--- config.mk ---
export PLATFORM = sky130hd
export DESIGN_NAME = neck_diff_calc
export DESIGN_NICKNAME = d
export VERILOG_FILES = /design/src/rtl/neck_diff_calc.sv
export SDC_FILE = /design/constraint.sdc
export NUM_CORES = 1
export LEC_CHECK = 0
export CAP_MARGIN = 30
export CORE_ASPECT_RATIO = 0.75
export CORE_MARGIN = 5
export CORE_UTILIZATION = 55
export CTS_BUF_LIST = sky130_fd_sc_hd__clkbuf_2 sky130_fd_sc_hd__clkbuf_4 sky130_fd_sc_hd__clkbuf_8
export CTS_CLUSTER_SIZE = 16
export DETAILED_ROUTE_END_ITERATION = 16
export PLACE_DENSITY_LB_ADDON = 0.05
export SYNTH_ARGS = -nofsm -noshare
export SYNTH_HDL_FRONTEND = slang
export SYNTH_SLANG_ARGS = --single-unit
--- constraint.sdc ---
create_clock -name clk -period 4.5 [get_ports clk]
set_input_delay 0.45 -clock clk [delete_from_list [all_inputs] [get_ports clk]]
set_output_delay 0.45 -clock clk [all_outputs]
set_load 0.02 [all_outputs]
--- src/rtl/neck_diff_calc.sv ---
// Block-averages ADC samples and produces saturated 1st/2nd/3rd-order differences
// of the averaged stream for the neck-detection judge.
module neck_diff_calc #(
  parameter int unsigned DATA_W   = 12,
  parameter int unsigned AVG_LOG2 = 2,
  parameter int unsigned OUT_W    = 13
) (
  input  logic                     clk,
  input  logic                     rst_n,
  input  logic                     clear,
  input  logic                     adc_valid,
  input  logic [DATA_W-1:0]        adc_data,
  output logic signed [OUT_W-1:0]  first_order_data,
  output logic signed [OUT_W-1:0]  second_order_data,
  output logic signed [OUT_W-1:0]  third_order_data,
  output logic                     en_judge,
  output logic                     sat_flag
);

  localparam int unsigned ACC_W = DATA_W + AVG_LOG2;
  localparam int unsigned D1_W  = DATA_W + 2;
  localparam int unsigned D2_W  = DATA_W + 3;
  localparam int unsigned D3_W  = DATA_W + 4;

  localparam logic signed [D3_W-1:0] OUT_MAX = D3_W'((2 ** (OUT_W - 1)) - 1);
  localparam logic signed [D3_W-1:0] OUT_MIN = ~OUT_MAX;

  logic [ACC_W-1:0]             acc_q, acc_d;
  logic [AVG_LOG2-1:0]          cnt_q, cnt_d;
  logic [DATA_W-1:0]            avg_q, avg_d;
  logic                         avg_vld_q, avg_vld_d;
  logic [DATA_W-1:0]            avg1_q, avg1_d;
  logic signed [D1_W-1:0]       d1h_q, d1h_d;
  logic signed [D2_W-1:0]       d2h_q, d2h_d;
  logic [1:0]                   warm_q, warm_d;
  logic signed [OUT_W-1:0]      fo_q, fo_d, so_q, so_d, to_q, to_d;
  logic                         en_q, en_d, sat_q, sat_d;

  logic [ACC_W-1:0]             sum_c;
  logic signed [D1_W-1:0]       d1_c;
  logic signed [D2_W-1:0]       d2_c;
  logic signed [D3_W-1:0]       d3_c;

  function automatic logic signed [OUT_W-1:0] clamp(input logic signed [D3_W-1:0] v);
    if (v > OUT_MAX)      return OUT_MAX[OUT_W-1:0];
    else if (v < OUT_MIN) return OUT_MIN[OUT_W-1:0];
    else                  return v[OUT_W-1:0];
  endfunction

  function automatic logic is_sat(input logic signed [D3_W-1:0] v);
    return (v > OUT_MAX) || (v < OUT_MIN);
  endfunction

  // History keeps the unsaturated values so later orders stay exact.
  always_comb begin
    sum_c = acc_q + ACC_W'(adc_data);
    d1_c  = $signed(D1_W'(avg_q)) - $signed(D1_W'(avg1_q));
    d2_c  = D2_W'(d1_c) - D2_W'(d1h_q);
    d3_c  = D3_W'(d2_c) - D3_W'(d2h_q);
  end

  always_comb begin
    acc_d     = acc_q;
    cnt_d     = cnt_q;
    avg_d     = avg_q;
    avg_vld_d = 1'b0;
    avg1_d    = avg1_q;
    d1h_d     = d1h_q;
    d2h_d     = d2h_q;
    warm_d    = warm_q;
    fo_d      = fo_q;
    so_d      = so_q;
    to_d      = to_q;
    en_d      = 1'b0;
    sat_d     = 1'b0;
    if (clear) begin
      acc_d  = '0;
      cnt_d  = '0;
      avg1_d = '0;
      d1h_d  = '0;
      d2h_d  = '0;
      warm_d = '0;
    end else begin
      if (adc_valid) begin
        cnt_d = cnt_q + AVG_LOG2'(1);
        if (cnt_q == '1) begin
          acc_d     = '0;
          avg_d     = DATA_W'(sum_c >> AVG_LOG2);
          avg_vld_d = 1'b1;
        end else begin
          acc_d = sum_c;
        end
      end
      if (avg_vld_q) begin
        avg1_d = avg_q;
        d1h_d  = d1_c;
        d2h_d  = d2_c;
        // Warm-up counts prior averages; the 4th average fills d3's window.
        if (warm_q == 2'd3) begin
          fo_d  = clamp(D3_W'(d1_c));
          so_d  = clamp(D3_W'(d2_c));
          to_d  = clamp(d3_c);
          en_d  = 1'b1;
          sat_d = is_sat(D3_W'(d1_c)) | is_sat(D3_W'(d2_c)) | is_sat(d3_c);
        end else begin
          warm_d = warm_q + 2'd1;
        end
      end
    end
  end

  always_ff @(posedge clk or negedge rst_n) begin
    if (!rst_n) begin
      acc_q     <= '0;
      cnt_q     <= '0;
      avg_q     <= '0;
      avg_vld_q <= 1'b0;
      avg1_q    <= '0;
      d1h_q     <= '0;
      d2h_q     <= '0;
      warm_q    <= '0;
      fo_q      <= '0;
      so_q      <= '0;
      to_q      <= '0;
      en_q      <= 1'b0;
      sat_q     <= 1'b0;
    end else begin
      acc_q     <= acc_d;
      cnt_q     <= cnt_d;
      avg_q     <= avg_d;
      avg_vld_q <= avg_vld_d;
      avg1_q    <= avg1_d;
      d1h_q     <= d1h_d;
      d2h_q     <= d2h_d;
      warm_q    <= warm_d;
      fo_q      <= fo_d;
      so_q      <= so_d;
      to_q      <= to_d;
      en_q      <= en_d;
      sat_q     <= sat_d;
    end
  end

  assign first_order_data  = fo_q;
  assign second_order_data = so_q;
  assign third_order_data  = to_q;
  assign en_judge          = en_q;
  assign sat_flag          = sat_q;

endmodule

After elaboration in Yosys (flattened, before gate mapping)
Index checks and enable logic that the tools add are counted.

word-level totals
  register bits after elaboration = 113
  bits in latches = 0
  RAM bits = 0
  ROM bits = 0
  input port bits = 16
  output and inout port bits = 41
  word-level logic and storage cells = 68
  memories kept = 0

cells by class
  $add $sub $neg = 6
  multipliers = 0
  div/mod/pow operators = 0
  $lt $le $gt $ge = 6
  equal/unequal tests = 3
  shift-type cells = 0
  muxes and demuxes = 29
  bitwise operators = 3
  reductions and logical operators = 8

operators by type and width
  kind                  count
  $mux 13               6
  $mux 14               5
  $mux 15               2
  $mux 12               2
  $gt 16x13->1 const B  1
  $lt 16x13->1 const B  1
  $sub 15x15->16        1
  $gt 15x13->1 const B  1
  $lt 15x13->1 const B  1
  $sub 13x14->15        1
  $add 14x12->14        1
  $gt 13x13->1 const B  1
  $lt 13x13->1 const B  1
  $sub 12x12->13        1
  $mux 2                5
  $mux 1                9
  $reduce_and 3->1      2
  $add 2x1->2 const B   2
  $eq 2x2->1 const B    2
  $reduce_bool 2->1     2
  $logic_or 1x1->1      3
  $ne 2x2->1 const B    1
  $or 1x1->1            2
  $reduce_and 2->1      1
  $not 1->1             1

Logic depth before layout (Yosys ltp)
Gate-level depths: netlist (run 1).

  depth in word-level cells = 9
  depth in mapped cells = 25
  gate-level depth less buffers = 24

Worst setup path before layout (run 1)
OpenSTA, ideal clock, no wires.

  path type = reg2reg
  start point = register avg_q[0]
  end point = register to_q[11], in the netlist third_order_data[11]
  setup time = 0.147 ns
  arrival time = 4.819 ns
  required time = 4.353 ns
  setup slack = -0.466 ns
  cell stages (with the launch flop) = 25
  path buffers = 1
  clock period less this slack = 4.966 ns
  path through = dfrtp_1 > inv_1 > ha_1 > fa_1 > nor2b_1 > o21ai_0 > a21oi_1 > o21ai_0 > nor2b_1 > xnor2_1 > ha_1 > or3_1 > nand4b_1 > a31o_2 > a21oi_1 > xnor2_1 > ha_1 > o2111ai_2 > o21bai_1 > nand2_1 > a31o_2 > xor2_1 > a311oi_2 > buf_2 > a311oi_1

between the ends
  cells in the longest elaborated chain, start to end = 6
  elaborated cells between the ends (all ways) = 7
  classes of those cells = add/sub (3); order compare (2); mux (2)

RTL lines
  item                    line  text
  start, declared         30    logic [DATA_W-1:0] avg_q, avg_d;
  start signal, assigned  130   avg_q <= avg_d;
  $sub 12x12->13 (*)      57    d1_c = $signed(D1_W'(avg_q)) - $signed(D1_W'(avg1_q));
  $sub 13x14->15 (*)      58    d2_c = D2_W'(d1_c) - D2_W'(d1h_q);
  $sub 15x15->16 (*)      59    d3_c = D3_W'(d2_c) - D3_W'(d2h_q);
  $lt 16x13->1            46    else if (v < OUT_MIN) return OUT_MIN[OUT_W-1:0];
  $mux 13                 46
  $mux 13 (*)             45    if (v > OUT_MAX) return OUT_MAX[OUT_W-1:0];
  end signal, assigned    138   to_q <= to_d;
  end, declared           36    logic signed [OUT_W-1:0] fo_q, fo_d, so_q, so_d, to_q, to_d;

Mark *: on every way between the ends. The rest lies on a longest branch, timed or not.
A chain may end at the register's enable or synchronous reset.

Final worst setup path (run 1)
  start point = register avg1_q[0]
  end point = register sat_q, in the netlist sat_flag

between the ends
  cells in the longest elaborated chain, start to end = 9
  elaborated cells between the ends (all ways) = 17
  classes of those cells = add/sub (3); order compare (6); mux (3); bitwise (2); reduce/logical (3)

RTL lines
  item                                                   line     text
  start, declared                                        32       logic [DATA_W-1:0] avg1_q, avg1_d;
  start signal, assigned                                 132      avg1_q <= avg1_d;
  $sub 12x12->13 (*)                                     57
  $sub 13x14->15                                         58
  $sub 15x15->16, or another cell as far along           59
  $gt 16x13->1, or another cell as far along             51       return (v > OUT_MAX) || (v < OUT_MIN);
  $logic_or 1x1->1 / $or 1x1->1 (equally long branches)  51, 104
  $or 1x1->1 (*)                                         104      sat_d = is_sat(D3_W'(d1_c)) | is_sat(D3_W'(d2_c)) | is_sat(d3_c);
  $mux 1 (*)                                             99       if (warm_q == 2'd3) begin
  $mux 1 (*)                                             94       if (avg_vld_q) begin
  $mux 1 (*)                                             76       if (clear) begin
  via sat_d                                              37       logic en_q, en_d, sat_q, sat_d;
  end signal, assigned                                   140      sat_q <= sat_d;
  end, declared                                          37

The timed path passes the listed nets; every way through them passes the cells marked *.

==> metrics.txt, run 1 <==
Yosys Warn Count 0; most used flip-flop cell after synthesis dfrtp_1; Worst Slack Setup Final -0.333 ns; half-perimeter wire length of the detailed placement result 13100 µm; clock network latency to the later pin of the worst-skew pair 0.39 ns; critical path endpoint category flip-flop; Worst Min Path Start second_order_data[12]; capture point of the worst reg-to-reg path sat_flag; share of cells above drive strength 1 0.228; number of buffers on the longest clock path 2; mean instance size in the synthesized netlist 9.17 µm²; clock slew at reported path FFs 0.12 ns; total area of sequential cells 2800 µm²; number of rows created at floorplan 35; Max Fclk 207 MHz; CP top delay family compound AO/OA/AOI/OAI gates; global route overflow 0; placeable core area 12400 µm²; fraction of synthesized cell area in xor and xnor cells 0.0474; cell-by-cell trace of the critical path ha_4 > fa_2 > nor2b_2 > o21ai_2 > a21oi_2 > o21ai_2 > nor2b_4 > xnor2_2 > ha_2 > or3_4 > nand4b_1 > a31o_2 > a21oi_2 > xnor2_2 > ha_4 > a21oi_4 > o21ai_1 > a211o_1 > a21oi_2 > xnor2_2 > buf_4 > o311a_1 > a211o_1; vias per inst 5.57; die extent in x 140 µm; remaining max-slew budget at the tightest pin 0.501; number of max-cap violations 0; commonest cells after routing, fill and taps aside 119 x buf_4, 111 x dfrtp_1, 103 x nor2_1, 68 x nand2_1, 54 x clkdlybuf4s50_1; die boundary height 108 µm; overall routed net length 18200 µm; RSZ-0062 raised after global routing yes; setup slack on the worst flop-to-flop path -0.33 ns; path category of the worst min-delay check flip-flop to flip-flop; setup TNS -4.08 ns; number of flip-flops and latches in the synthesized netlist 112; commonest non-fill, non-tap cell in the layout buf_4; pin count of the biggest net entering global routing 58; Die Footprint 15100 µm²; global-route usage over all layers 0.244; DR vias 6141; total length of routed met2 wires 7960 µm; post-synth top area share 0.399; worst reg2reg path depth 23; post-route ant nets 0; # port buffers 56; category of the critical setup timing path flip-flop to flip-flop; area taken by multi-input logic gates 4220 µm²; routed wire length on met3 863 µm; worst-path maximum fanout 4; count of buffering cells on the critical path with inverters included 1; adder-cell share of the synthesized area 0.108; clk sinks 112; number of global-route vias before repair 5994; run status finished with violations; EDFF count, synth 0; DR top layer met4; proportion of synthesized area in mux cells 0.0608; area fraction in and, or, nand and nor cells after synthesis 0.171; Final Critical Period 4.83 ns; final setup violating endpoints 13; ratio of final minimum period to clock period 1.07; number of antenna violations at the first check in global routing 1; WL/cell 16.5 µm; number of DRC markers after the initial detailed-route iteration 332; sequential share of the synthesized area 0.399; dominant combinational cell family by area after synthesis simple AND/OR/NAND/NOR gates; Synthesized Nets 839; area leader, netlist dfrtp_1; actual slew at the worst max-slew pin 0.747 ns; Synth async-reset ratio 1.00; Post-Route Skew 0.0158 ns; number of pins exceeding their max-slew limit in the final report 0; WHS Path Cells 1; detailed-route wire length on metal 1 9190 µm; post-route worst hold slack 0.487 ns; violated checks negative setup slack; Net count, final 1004; Mapped Area 7020 µm²; Ports 57; Inserted Clock Buffers 9; count of mapped cells out of synthesis 765; required time worst endpoint 4.77 ns; number of fill cells 893; cell with the biggest individual delay on the critical path dfrtp_1; total DRC errors in the routed layout 0; starting density of the core 0.566; number of hold violations in the final report 0; First-pass DRT Iterations 5; synth unique cells 64; crit start category flip-flop; cell types with the largest area share after synthesis dfrtp_1 40%, ha_1 9.6%, nor2_1 5.5%, mux2i_1 5.3%, nand2_1 3.7%; weighted congestion at the end of routability-driven global placement 0.919; deepest level of the CTS H-tree 3; largest stage delay on the critical path 0.43 ns; final cell count without fillers 1102; Worst Path Arrival 5.10 ns; Compound-Gate Fraction of Synth Area 0.167; Cell Count Post-Placement 1065; clock tree from TritonCTS built; Min-Delay Endpoint second_order_data[12]; startpoint of the worst-slack reg-to-reg timing path avg1_q[0]; first-pass GRT wire length 29900 µm; area grow syn2layout 31.4%; clock tree root driver cell clkbuf_8
==> registers in the layout, indices dropped and copies added (netlist names) <==
register / cells
avg1_q: 12
cnt_q: 2
warm_q: 2
third_order_data: 13
sat_flag: 1
en_judge: 1
avg_vld_q: 1
second_order_data: 13
d1h_q: 13
first_order_data: 13
avg_q: 12
d2h_q: 15
acc_q: 14
==> Yosys cell counts, types with 5 or more instances <==
library cell,n
dfrtp_1,112
nor2_1,103
nand2_1,69
inv_1,55
ha_1,54
a21oi_1,43
mux2i_1,37
o21ai_0,32
xnor2_1,24
clkbuf_1,22
nor2b_1,21
nand2b_1,15
nor3_1,15
xor2_1,14
a21o_1,13
o21a_1,12
a311oi_1,10
a31oi_1,8
a211oi_1,6
and3_1,6
a211o_1,5
mux2_2,5
nand3_1,5
o211ai_1,5
or3_1,5
==> worst max-delay path by stage <==
stage	start	end	slack, ns	cells past startpoint
floorplan	avg1_q[0]	third_order_data[11]	-0.22	23
global placement	avg_q[0]	third_order_data[5]	-0.57	23
detailed placement	avg1_q[0]	third_order_data[10]	-0.71	22
CTS	avg_q[0]	sat_flag	-0.35	24
global route	avg1_q[0]	third_order_data[6]	-0.54	24
finish	avg1_q[0]	sat_flag	-0.33	23
==> per-stage QoR <==
stage               setup WS [ns]  instance area, µm²  utilization
global placement           -0.567                8520        0.688
floorplan                  -0.216                7090            -
detailed placement         -0.706                8550        0.690
global route               -0.537                9220        0.744
CTS                        -0.352                9070        0.732
finish                     -0.333                9220        0.744
==> layer usage <==
metal  track usage  vias up
met5             0        -
met4        0.0470        0
met3        0.0471       21
met2         0.368      148
met1         0.365     2992
li1              -     2980
==> area by class of cell <==
type | instances | share of cell area
multi-input cells | 568 | 0.458
flip-flops and latches | 112 | 0.304
repair buffers | 183 | 0.170
inverters | 56 | 0.0228
well taps | 166 | 0.0225
clock buffers | 10 | 0.0142
clock inverters | 6 | 0.00814
diodes | 1 | 0.000271
==> kinds of logic (layout without fill, tap and decap cells) <==
kind of cell | count (synthesis) | count (layout)
adders and majority gates | 58 | 58
AOI/OAI and AO/OA | 170 | 170
and+or+nand+nor | 260 | 260
xor gates and xnor gates | 38 | 38
muxes | 42 | 42
other | 0 | 1
DFF | 112 | 112
buffers and inverters | 85 | 255
==> timing repair <==
action / CTS / global route
setup buffers: 15 / 3
gates cloned: 1 / 0
hold endpoints to repair: 2 / 0
gates resized for setup: 33 / 22
pin swaps: 27 / 22
hold buffers: 1 / 0
endpoints found under the setup margin: 14 / 14
Power of run 1 is left out: the tool's default activity adds up to more than one toggle a clock period on the data nets, which glitch-free logic cannot reach.
==> run 2: changes to the inputs <==
--- a/config.mk
+++ b/config.mk
@@ -8,10 +8,11 @@
 export CAP_MARGIN = 30
 export CORE_ASPECT_RATIO = 0.75
 export CORE_MARGIN = 5
-export CORE_UTILIZATION = 55
+export CORE_UTILIZATION = 65
 export CTS_BUF_LIST = sky130_fd_sc_hd__clkbuf_2 sky130_fd_sc_hd__clkbuf_4 sky130_fd_sc_hd__clkbuf_8
 export CTS_CLUSTER_SIZE = 16
 export DETAILED_ROUTE_END_ITERATION = 16
+export HOLD_SLACK_MARGIN = 0.12
 export PLACE_DENSITY_LB_ADDON = 0.05
 export SYNTH_ARGS = -nofsm -noshare
 export SYNTH_HDL_FRONTEND = slang
==> constraint.sdc (replaced) <==
create_clock -name clk -period 5.7 [get_ports clk]
set_input_delay 0.57 -clock clk [delete_from_list [all_inputs] [get_ports clk]]
set_output_delay 0.57 -clock clk [all_outputs]
set_load 0.02 [all_outputs]
==> run 2 against run 1 <==
The flow now finishes without violations. Clock-buffer cell count stayed put. Die area fell by 14%. Via count fell by 5.7%. Register-to-register slack gained 0.66 ns. Worst setup slack better by 0.66 ns. Highest routed layer unchanged.
==> metrics.txt, run 2 (same netlist as run 1, synthesis figures left out) <==
clock network latency to the later pin of the worst-skew pair 0.38 ns (about the same); global route overflow 0 (unchanged); clock slew at reported path FFs 0.10 ns (-0.02 ns); worst-path maximum fanout 9 (+5); setup slack on the worst flop-to-flop path 0.33 ns (+0.66 ns); cell-by-cell trace of the critical path inv_1 > ha_1 > fa_1 > nor2b_1 > o21ai_0 > a21oi_2 > o21ai_0 > nor2b_1 > xnor2_1 > ha_1 > or3_1 > nand4b_1 > a31o_2 > a21oi_2 > xnor2_2 > ha_4 > o2111ai_2 > o21bai_2 > nand2_1 > a31o_2 > xor2_4 > o31ai_4 > buf_4 > a311oi_1; First-pass DRT Iterations 5 (unchanged); number of global-route vias before repair 5712 (-4.7%); required time worst endpoint 5.93 ns (+1.16 ns); area taken by multi-input logic gates 4010 µm² (-4.9%); ratio of final minimum period to clock period 0.942 (-0.132); vias per inst 6.05 (+8.6%); number of DRC markers after the initial detailed-route iteration 447 (+35%); Worst Path Arrival 5.60 ns (+0.50 ns); number of hold violations in the final report 0 (unchanged); category of the critical setup timing path flip-flop to flip-flop; die boundary height 100 µm (-7.3%); commonest cells after routing, fill and taps aside 111 x dfrtp_1, 103 x nor2_1, 69 x nand2_1, 55 x inv_1, 54 x clkdlybuf4s50_1; critical path endpoint category flip-flop; worst setup path start avg_q[0]; Die Footprint 13000 µm² (-14%); registers with the most flip-flops d2h_q x15, acc_q x14; number of antenna violations at the first check in global routing 0 (-1); number of cells on the critical path 24 (+4.3%); share of cells above drive strength 1 0.0816 (-0.146); number of inserted diodes 0 (-1); number of fill cells 710 (-20%); pin count of the biggest net entering global routing 71 (+22%); run status complete, no violations; Final Critical Period 5.37 ns (+0.538 ns); commonest non-fill, non-tap cell in the layout dfrtp_1; worst reg2reg path depth 24 (+4.3%); starting density of the core 0.674 (+0.108); WL/cell 17.5 µm (+5.9%); register with the most flip-flops d2h_q; cell with the biggest individual delay on the critical path fa_1; deepest level of the CTS H-tree 3 (unchanged); actual slew at the worst max-slew pin 1.01 ns (+0.265 ns); clock tree from TritonCTS built; number of buffers on the longest clock path 2 (unchanged); area grow syn2layout 15.2%; flip-flop count of the largest register after layout 15 (unchanged); total DRC errors in the routed layout 0 (unchanged); crit start category flip-flop; final setup violating endpoints 0 (-13); path category of the worst min-delay check input pin to async pin; die extent in x 130 µm (-7.4%); placeable core area 10400 µm² (-16%); overall routed net length 16800 µm (-8.0%); first-pass GRT wire length 27900 µm (-6.8%); final cell count without fillers 957 (-13%); half-perimeter wire length of the detailed placement result 11900 µm (-9.3%); clk sinks 112 (unchanged); weighted congestion at the end of routability-driven global placement 0.925 (+0.67%); global-route usage over all layers 0.268 (+0.0241); Inserted Clock Buffers 9 (unchanged); Cell Count Post-Placement 934 (-12%); startpoint of the worst-slack reg-to-reg timing path avg_q[0]; Ports 57 (unchanged); number of rows created at floorplan 32 (-8.6%); post-route ant nets 0 (unchanged); Post-Route Skew 0.0143 ns (-0.00144 ns); remaining max-slew budget at the tightest pin 0.324 (-0.177); number of pins exceeding their max-slew limit in the final report 0 (unchanged); # port buffers 56 (unchanged); capture point of the worst reg-to-reg path third_order_data[2]; core utilization of the finished layout 0.777 (+0.0324); total area of sequential cells 2800 µm² (unchanged); Worst Slack Setup Final 0.329 ns (+0.662 ns); Net count, final 890 (-11%); count of buffering cells on the critical path with inverters included 2 (+1); Max Fclk 186 MHz (-10%); clock tree root driver cell clkbuf_8; worst slack at placement -0.0660 ns (+0.640 ns); number of max-cap violations 0 (unchanged); DR vias 5790 (-5.7%); CP top delay family compound AO/OA/AOI/OAI gates; largest stage delay on the critical path 0.41 ns (-0.02 ns); setup TNS 0 ns (+4.08 ns)
[run 2: layer usage]
metal,GRT usage,wire (µm)
met1,0.393,7950
met2,0.402,7360
met4,0.0575,126
met3,0.0707,1340
met5,0,0
[run 2: layout make-up]
| class | count | area share |
|---|---|---|
| Timing Repair Buffer | 69 | 0.0820 |
| Multi-Input combinational cell | 568 | 0.497 |
| Clock inverter | 6 | 0.0113 |
| Clock buffer | 10 | 0.0163 |
| Inverter | 56 | 0.0260 |
| Sequential cell | 112 | 0.347 |
| Tap cell | 136 | 0.0210 |
[run 2: worst max-delay path by stage]
stage                      endpoint  slack (ns)
2_1_floorplan  third_order_data[11]        0.73
3_3_place_gp    third_order_data[4]        0.19
3_5_place_dp    third_order_data[2]       -0.07
4_1_cts                    sat_flag        0.03
5_1_grt         third_order_data[5]       -0.06
6_report        third_order_data[2]        0.33
[run 2: metrics by stage]
stage	hold slack [ns]	area, µm²
after global placement	0.464	7670
after global routing	0.376	8080
after detailed placement	0.468	7670
final	0.295	8080
after floorplan	0.274	7020
after CTS	0.328	7910
[run 2: worst reg2reg max path, cell delays in order, from the launching register on]
cell and delay (ns):
dfrtp_1 0.36, inv_1 0.05, ha_1 0.22, fa_1 0.41
nor2b_1 0.11, o21ai_0 0.12, a21oi_2 0.19, o21ai_0 0.11
nor2b_1 0.15, xnor2_1 0.17, ha_1 0.24, or3_1 0.39
nand4b_1 0.26, a31o_2 0.29, a21oi_2 0.17, xnor2_2 0.18
ha_4 0.27, o2111ai_2 0.11, o21bai_2 0.19, nand2_1 0.12
a31o_2 0.29, xor2_4 0.18, o31ai_4 0.30, buf_4 0.23
a311oi_1 0.11
[run 2: repair_timing]
action	CTS	global route
resized for setup	2	17
setup buffers	0	7
endpoints found under the setup margin	13	13
gates cloned	0	0
pin swaps	0	6
hold buffers	0	0
Power of run 2 is left out for the same reason.
==> run 3: changes to the inputs <==
--- a/config.mk
+++ b/config.mk
@@ -5,9 +5,7 @@
 export SDC_FILE = /design/constraint.sdc
 export NUM_CORES = 1
 export LEC_CHECK = 0
-export CAP_MARGIN = 30
 export CORE_ASPECT_RATIO = 0.75
-export CORE_MARGIN = 5
 export CORE_UTILIZATION = 65
 export CTS_BUF_LIST = sky130_fd_sc_hd__clkbuf_2 sky130_fd_sc_hd__clkbuf_4 sky130_fd_sc_hd__clkbuf_8
 export CTS_CLUSTER_SIZE = 16
==> run 3 against run 2 <==
Flip-flop and latch count did not move. First-iteration DRC count rose by 25%. Clock skew fell by 0.0018 ns. Non-clock buffer count fell by 1. Routed wire length rose by 2.7%. Sequential share of layout area barely moved. Maximum frequency fell by 2.0%. Register-to-register slack got worse by 0.11 ns. Final cell count fell by 0.10%. Highest routed layer unchanged. Clock-buffer cell count did not move. Hold slack got worse by 0.020 ns. Global-route usage rose by 5.0 points.
==> metrics.txt, run 3 (same netlist as run 1, synthesis figures left out) <==
run status complete, no violations; commonest cells after routing, fill and taps aside 111 x dfrtp_1, 103 x nor2_1, 69 x nand2_1, 55 x inv_1, 54 x clkdlybuf4s50_1; First-pass DRT Iterations 5 (unchanged); pin count of the biggest net entering global routing 69 (-2.8%); clock slew at reported path FFs 0.11 ns (about the same); Worst Slack Setup Final 0.221 ns (-0.108 ns); Worst Path Arrival 5.75 ns (+0.15 ns); starting density of the core 0.674 (unchanged); clk sinks 112 (unchanged); worst reg2reg path depth 24 (unchanged); area grow syn2layout 15.3%; overall routed net length 17200 µm (+2.7%); global route overflow 0 (unchanged); placeable core area 10400 µm² (unchanged); category of the critical setup timing path flip-flop to flip-flop; final setup violating endpoints 0 (unchanged); post-route ant nets 0 (unchanged); total DRC errors in the routed layout 0 (unchanged); number of DRC markers after the initial detailed-route iteration 557 (+25%); Post-Route Skew 0.0125 ns (-0.00184 ns); number of antenna violations at the first check in global routing 0 (unchanged); critical path endpoint category flip-flop; path category of the worst min-delay check input pin to async pin; share of cells above drive strength 1 0.0841 (+0.00254); Ports 57 (unchanged); clock network latency to the later pin of the worst-skew pair 0.39 ns (about the same); startpoint of the worst-slack reg-to-reg timing path avg_q[0]; half-perimeter wire length of the detailed placement result 11700 µm (-1.5%); number of buffers on the longest clock path 2 (unchanged); die extent in x 122 µm (-6.2%); deepest level of the CTS H-tree 3 (unchanged); number of hold violations in the final report 0 (unchanged); number of inserted diodes 0 (unchanged); first-pass GRT wire length 27700 µm (-0.67%); crit start category flip-flop; capture point of the critical path third_order_data[6]; register with the most flip-flops d2h_q; worst setup path start avg_q[0]; clock tree from TritonCTS built; Inserted Clock Buffers 9 (unchanged); WL/cell 18.0 µm (+2.8%); worst-path maximum fanout 12 (+3); required time worst endpoint 5.97 ns (+0.04 ns); Net count, final 889 (-0.11%); capture point of the worst reg-to-reg path third_order_data[6]; worst slack at placement -0.134 ns (-0.0685 ns); Die Footprint 11200 µm² (-14%); number of buffers added to fix hold violations after cts 0 (unchanged); flip-flop count of the largest register after layout 15 (unchanged); number of max-cap violations 0 (unchanged); number of global-route vias before repair 5627 (-1.5%); remaining max-slew budget at the tightest pin 0.410 (+0.0862); registers with the most flip-flops d2h_q x15, acc_q x14; commonest non-fill, non-tap cell in the layout dfrtp_1; DR vias 5885 (+1.6%); setup slack on the worst flop-to-flop path 0.22 ns (-0.11 ns); actual slew at the worst max-slew pin 0.885 ns (-0.127 ns); # port buffers 56 (unchanged); Max Fclk 182 MHz (-2.0%); number of rows created at floorplan 32 (unchanged); global-route usage over all layers 0.317 (+0.0495); vias per inst 6.16 (+1.7%); setup TNS 0 ns (unchanged); number of pins exceeding their max-slew limit in the final report 0 (unchanged); clock tree root driver cell clkbuf_8; die boundary height 92.0 µm (-8.0%); ratio of final minimum period to clock period 0.961 (+0.0190); Final Critical Period 5.48 ns (+0.108 ns); weighted congestion at the end of routability-driven global placement 0.956 (+3.3%)
## run 3: layout make-up
class	count	area [µm²]
Multi-Input combinational cell	568	4040
Tap cell	136	170
Timing Repair Buffer	68	668
Inverter	56	210
Fill cell	717	2320
Clock inverter	6	66.3
Clock buffer	10	131
Sequential cell	112	2800
## run 3: per-stage QoR
step / std cells / hold slack (ns) / utilization / area, µm²
after floorplan: 765 / 0.274 / - / 7020
after global placement: 935 / 0.463 / 0.737 / 7670
after detailed placement: 935 / 0.466 / 0.737 / 7670
after CTS: 951 / 0.326 / 0.758 / 7890
after global routing: 956 / 0.357 / 0.777 / 8090
final: 956 / 0.274 / 0.777 / 8090
## run 3: critical path, cell delays in order (launching register included)
cell and delay, ns:
dfrtp_1 0.36, inv_1 0.05, ha_1 0.22, fa_1 0.41, nor2b_1 0.12, o21ai_0 0.11
a21oi_1 0.24, o21ai_0 0.14, nor2b_1 0.17, xnor2_2 0.16, ha_1 0.23, or3_4 0.36
nand4b_1 0.22, a31o_2 0.29, a21oi_2 0.17, xnor2_2 0.17, ha_4 0.27, a21oi_2 0.20
o21ai_1 0.11, a211o_1 0.29, a21oi_2 0.19, xnor2_2 0.21, a311oi_4 0.19, buf_12 0.18
a311oi_1 0.28
## run 3: metal layers
metal  vias up  global-route usage  part of all wire
met3        32              0.0448             0.058
met4         0              0.0792             0.017
met5         -                   0                 0
met2       237               0.468              0.44
li1       2739                   -                 -
met1      2877               0.487              0.48
## run 3: timing repair
| item | in CTS | in global routing |
|---|---|---|
| setup buffers | 0 | 5 |
| endpoints found under the setup margin | 13 | 13 |
| gates cloned | 0 | 0 |
| pin swaps | 1 | 5 |
| hold endpoints to repair | 0 | 0 |
| gates resized for setup | 2 | 19 |
## run 3: how the worst min path moves through the flow
stage                               start                     to  slack, ns  cells after the start
floorplan                           rst_n               acc_q[0]       0.27                      0
global placement    second_order_data[12]  second_order_data[12]       0.46                      1
detailed placement  second_order_data[12]  second_order_data[12]       0.47                      1
CTS                                 rst_n              acc_q[11]       0.33                      1
global route                        rst_n               acc_q[8]       0.36                      1
finish                              rst_n               acc_q[8]       0.27                      1
Power of run 3 is left out for the same reason.
==> edit: new RTL, config.mk and constraints of run 1 <==
`AVG_LOG2`: 2 -> 3.
--- a/src/rtl/neck_diff_calc.sv
+++ b/src/rtl/neck_diff_calc.sv
@@ -4,3 +4,3 @@
   parameter int unsigned DATA_W   = 12,
-  parameter int unsigned AVG_LOG2 = 2,
+  parameter int unsigned AVG_LOG2 = 3,
   parameter int unsigned OUT_W    = 13
Function: same outputs for any inputs over 10 cycles, from zero or initial values and one cycle with rst_n low; that may be too few to reach the edited logic, so the function may still have changed.
==> edit against run 1 <==
The run still ends with negative setup slack left. Synthesized area decreased by 1.5%. Sequential share of layout area up 1.4 points. Wire length is 8.7% lower. Setup slack worse by 0.22 ns. Die area fell by 1.4%. Sequential cell count grew 2. Cell area is 2.6% lower.
Power is left out: it rests on default switching activity, and per cell area and clock period it moved more than threefold.
==> edit: results (changes against run 1) <==
metric;value;unit;change
drt total wl;16.6;mm;-8.7%
Rel. slew slack;30.8;%;-19 points
CTS clk-pin slew, worst paths;0.08;ns;-0.04 ns
vias in the first global route;6059;;+1.1%
Critical Path Slowest Stage Cell;or3_4;;
synth top area cells;dfrtp_1 41%, ha_1 10%, mux2i_1 5.6%, nor2_1 4.9%, nand2_1 4.4%;;
initial antenna violation count;0;;-1
number of vias per cell;5.45;;-2.1%
Mapped Nets;831;;-0.95%
worst setup margin;-0.555;ns;-0.222 ns
sequential cell area fraction in the yosys report;41.3;%;+1.3 points
root buffer cell;clkbuf_8;;
hold_ws;0.121;ns;-0.366 ns
yosys warns;0;;unchanged
# fillers;963;;+7.8%
Unique masters post-synth;51;;-20%
failing checks;negative setup slack;;
Max Buffers Root-to-Sink;2;;unchanged
CP peak stage delay;0.37;ns;-0.06 ns
commonest cells in the netlist;114 x dfrtp_1, 91 x nor2_1, 81 x nand2_1;;
n_diodes;0;;-1
Inserted Clock Buffers;17;;+8
status;finished with violations;;
complex-gate fraction of the synthesized area;15.9;%;-0.76 points
endpoints failing setup;14;;+1
number of nets in the layout;996;;-0.80%
GPL Wtd Cong;0.923;;+0.48%
drt first-iter violations;359;;+8.1%
largest net degree at the start of global routing;67;;+16%
CTS H-tree depth;4;;+1
clk_lat worst skew;0.44;ns;+0.05 ns
GRT Overall Usage;22.9;%;-1.5 points
Synth async-reset ratio;100;%;unchanged
DP Wirelength;11.8;mm;-9.8%
PortBufs;56;;unchanged
drt pass-1 iters;5;;unchanged
worst path arrival time;5.37;ns;+0.27 ns
top flop regs;acc_q: 15 flops, d2h_q: 15 flops;;
post-synthesis mux area share;6.79;%;+0.71 points
Post-Synth Adder-Cell Area;11.1;%;+0.34 points
share of cells above drive strength 1;20.2;%;-2.5 points
critical path peak fanout;4;;unchanged
worst hold path class;in -> async;;
worst clock skew;0.0185;ns;+0.00273 ns
Slew @ Worst Pin;1.04;ns;+0.291 ns
XOR/XNOR Fraction of Synth Area;4.43;%;-0.31 points
first-pass GRT wire length;28.2;mm;-5.8%
==> edit: cell types whose count changed in the layout (fill, tap and decap cells not counted), moves of 5 or more <==
cell / change
a211o_1: -5
buf_4: -6
nor2_1: -13
ha_4: -5
clkbuf_8: +14
nand2_1: +13
nor2b_1: -13
a21oi_1: +12
a311oi_2: -5
ha_1: +6
o21ai_0: +16
a21o_1: -6
a22o_1: +10
==> edit: metrics by stage <==
step                      setup WS, ns  TNS (ns)  cells  instance area [µm²]
after floorplan                 -0.238     -1.92    756                 6940
after global placement          -0.345     -4.30   1054                 8360
after detailed placement        -0.520     -6.60   1055                 8360
after CTS                       -0.457     -5.47   1091                 8850
after global routing            -0.780     -9.81   1100                 8980
final                           -0.555     -6.36   1100                 8980
==> edit: layer usage <==
layer	up-vias	GRT usage (%)	part of all wire (%)
met2	94	36.9	46
met4	0	5.87	1.0
li1	2930	-	-
met5	-	0	0
met1	2959	31.7	49
met3	17	4.90	3.7
==> edit: what timing repair did <==
| item | 4_1_cts | 5_1_grt |
|---|---|---|
| gates resized for setup | 10 | 17 |
| pin swaps | 6 | 19 |
| cloned | 0 | 0 |
| endpoints found under the setup margin | 14 | 14 |
| setup buffers | 4 | 9 |
| endpoints found under the hold margin | 0 | 0 |
| hold buffers | 0 | 0 |
==> edit: worst max-delay path: cells and delay by family, from the launching register on <==
| kind | cells | cell delay (ns) |
|---|---|---|
| fa+ha+maj | 4 | 1.10 |
| flops | 1 | 0.36 |
| xor+xnor | 1 | 0.17 |
| simple gates | 6 | 1.18 |
| compound gates | 9 | 1.78 |
| buf+inv | 4 | 0.37 |
==> edit: final timing paths <==
| kind | from | end | depth (start not counted) |
|---|---|---|---|
| max in group asynchronous | rst_n | second_order_data[5]$_DFFE_PN0P_ | 2 |
| hold reg to reg | first_order_data[11]$_DFFE_PN0P_ | first_order_data[11]$_DFFE_PN0P_ | 2 |
| min in group clk | first_order_data[11]$_DFFE_PN0P_ | first_order_data[11]$_DFFE_PN0P_ | 2 |
| hold / removal | rst_n | third_order_data[10]$_DFFE_PN0P_ | 1 |
| setup / recovery | avg_q[0]$_DFFE_PN0P_ | sat_flag$_DFF_PN0_ | 24 |
| setup reg to reg | avg_q[0]$_DFFE_PN0P_ | sat_flag$_DFF_PN0_ | 24 |
==> edit: cell type report <==
| cell class | instances | area share [%] |
|---|---|---|
| inverters | 58 | 2.42 |
| well taps | 166 | 2.31 |
| clock buffers | 24 | 3.61 |
| repair buffers | 170 | 15.8 |
| clock inverters | 8 | 1.10 |
| flip-flops and latches | 114 | 31.8 |
| multi-input cells | 560 | 43.0 |
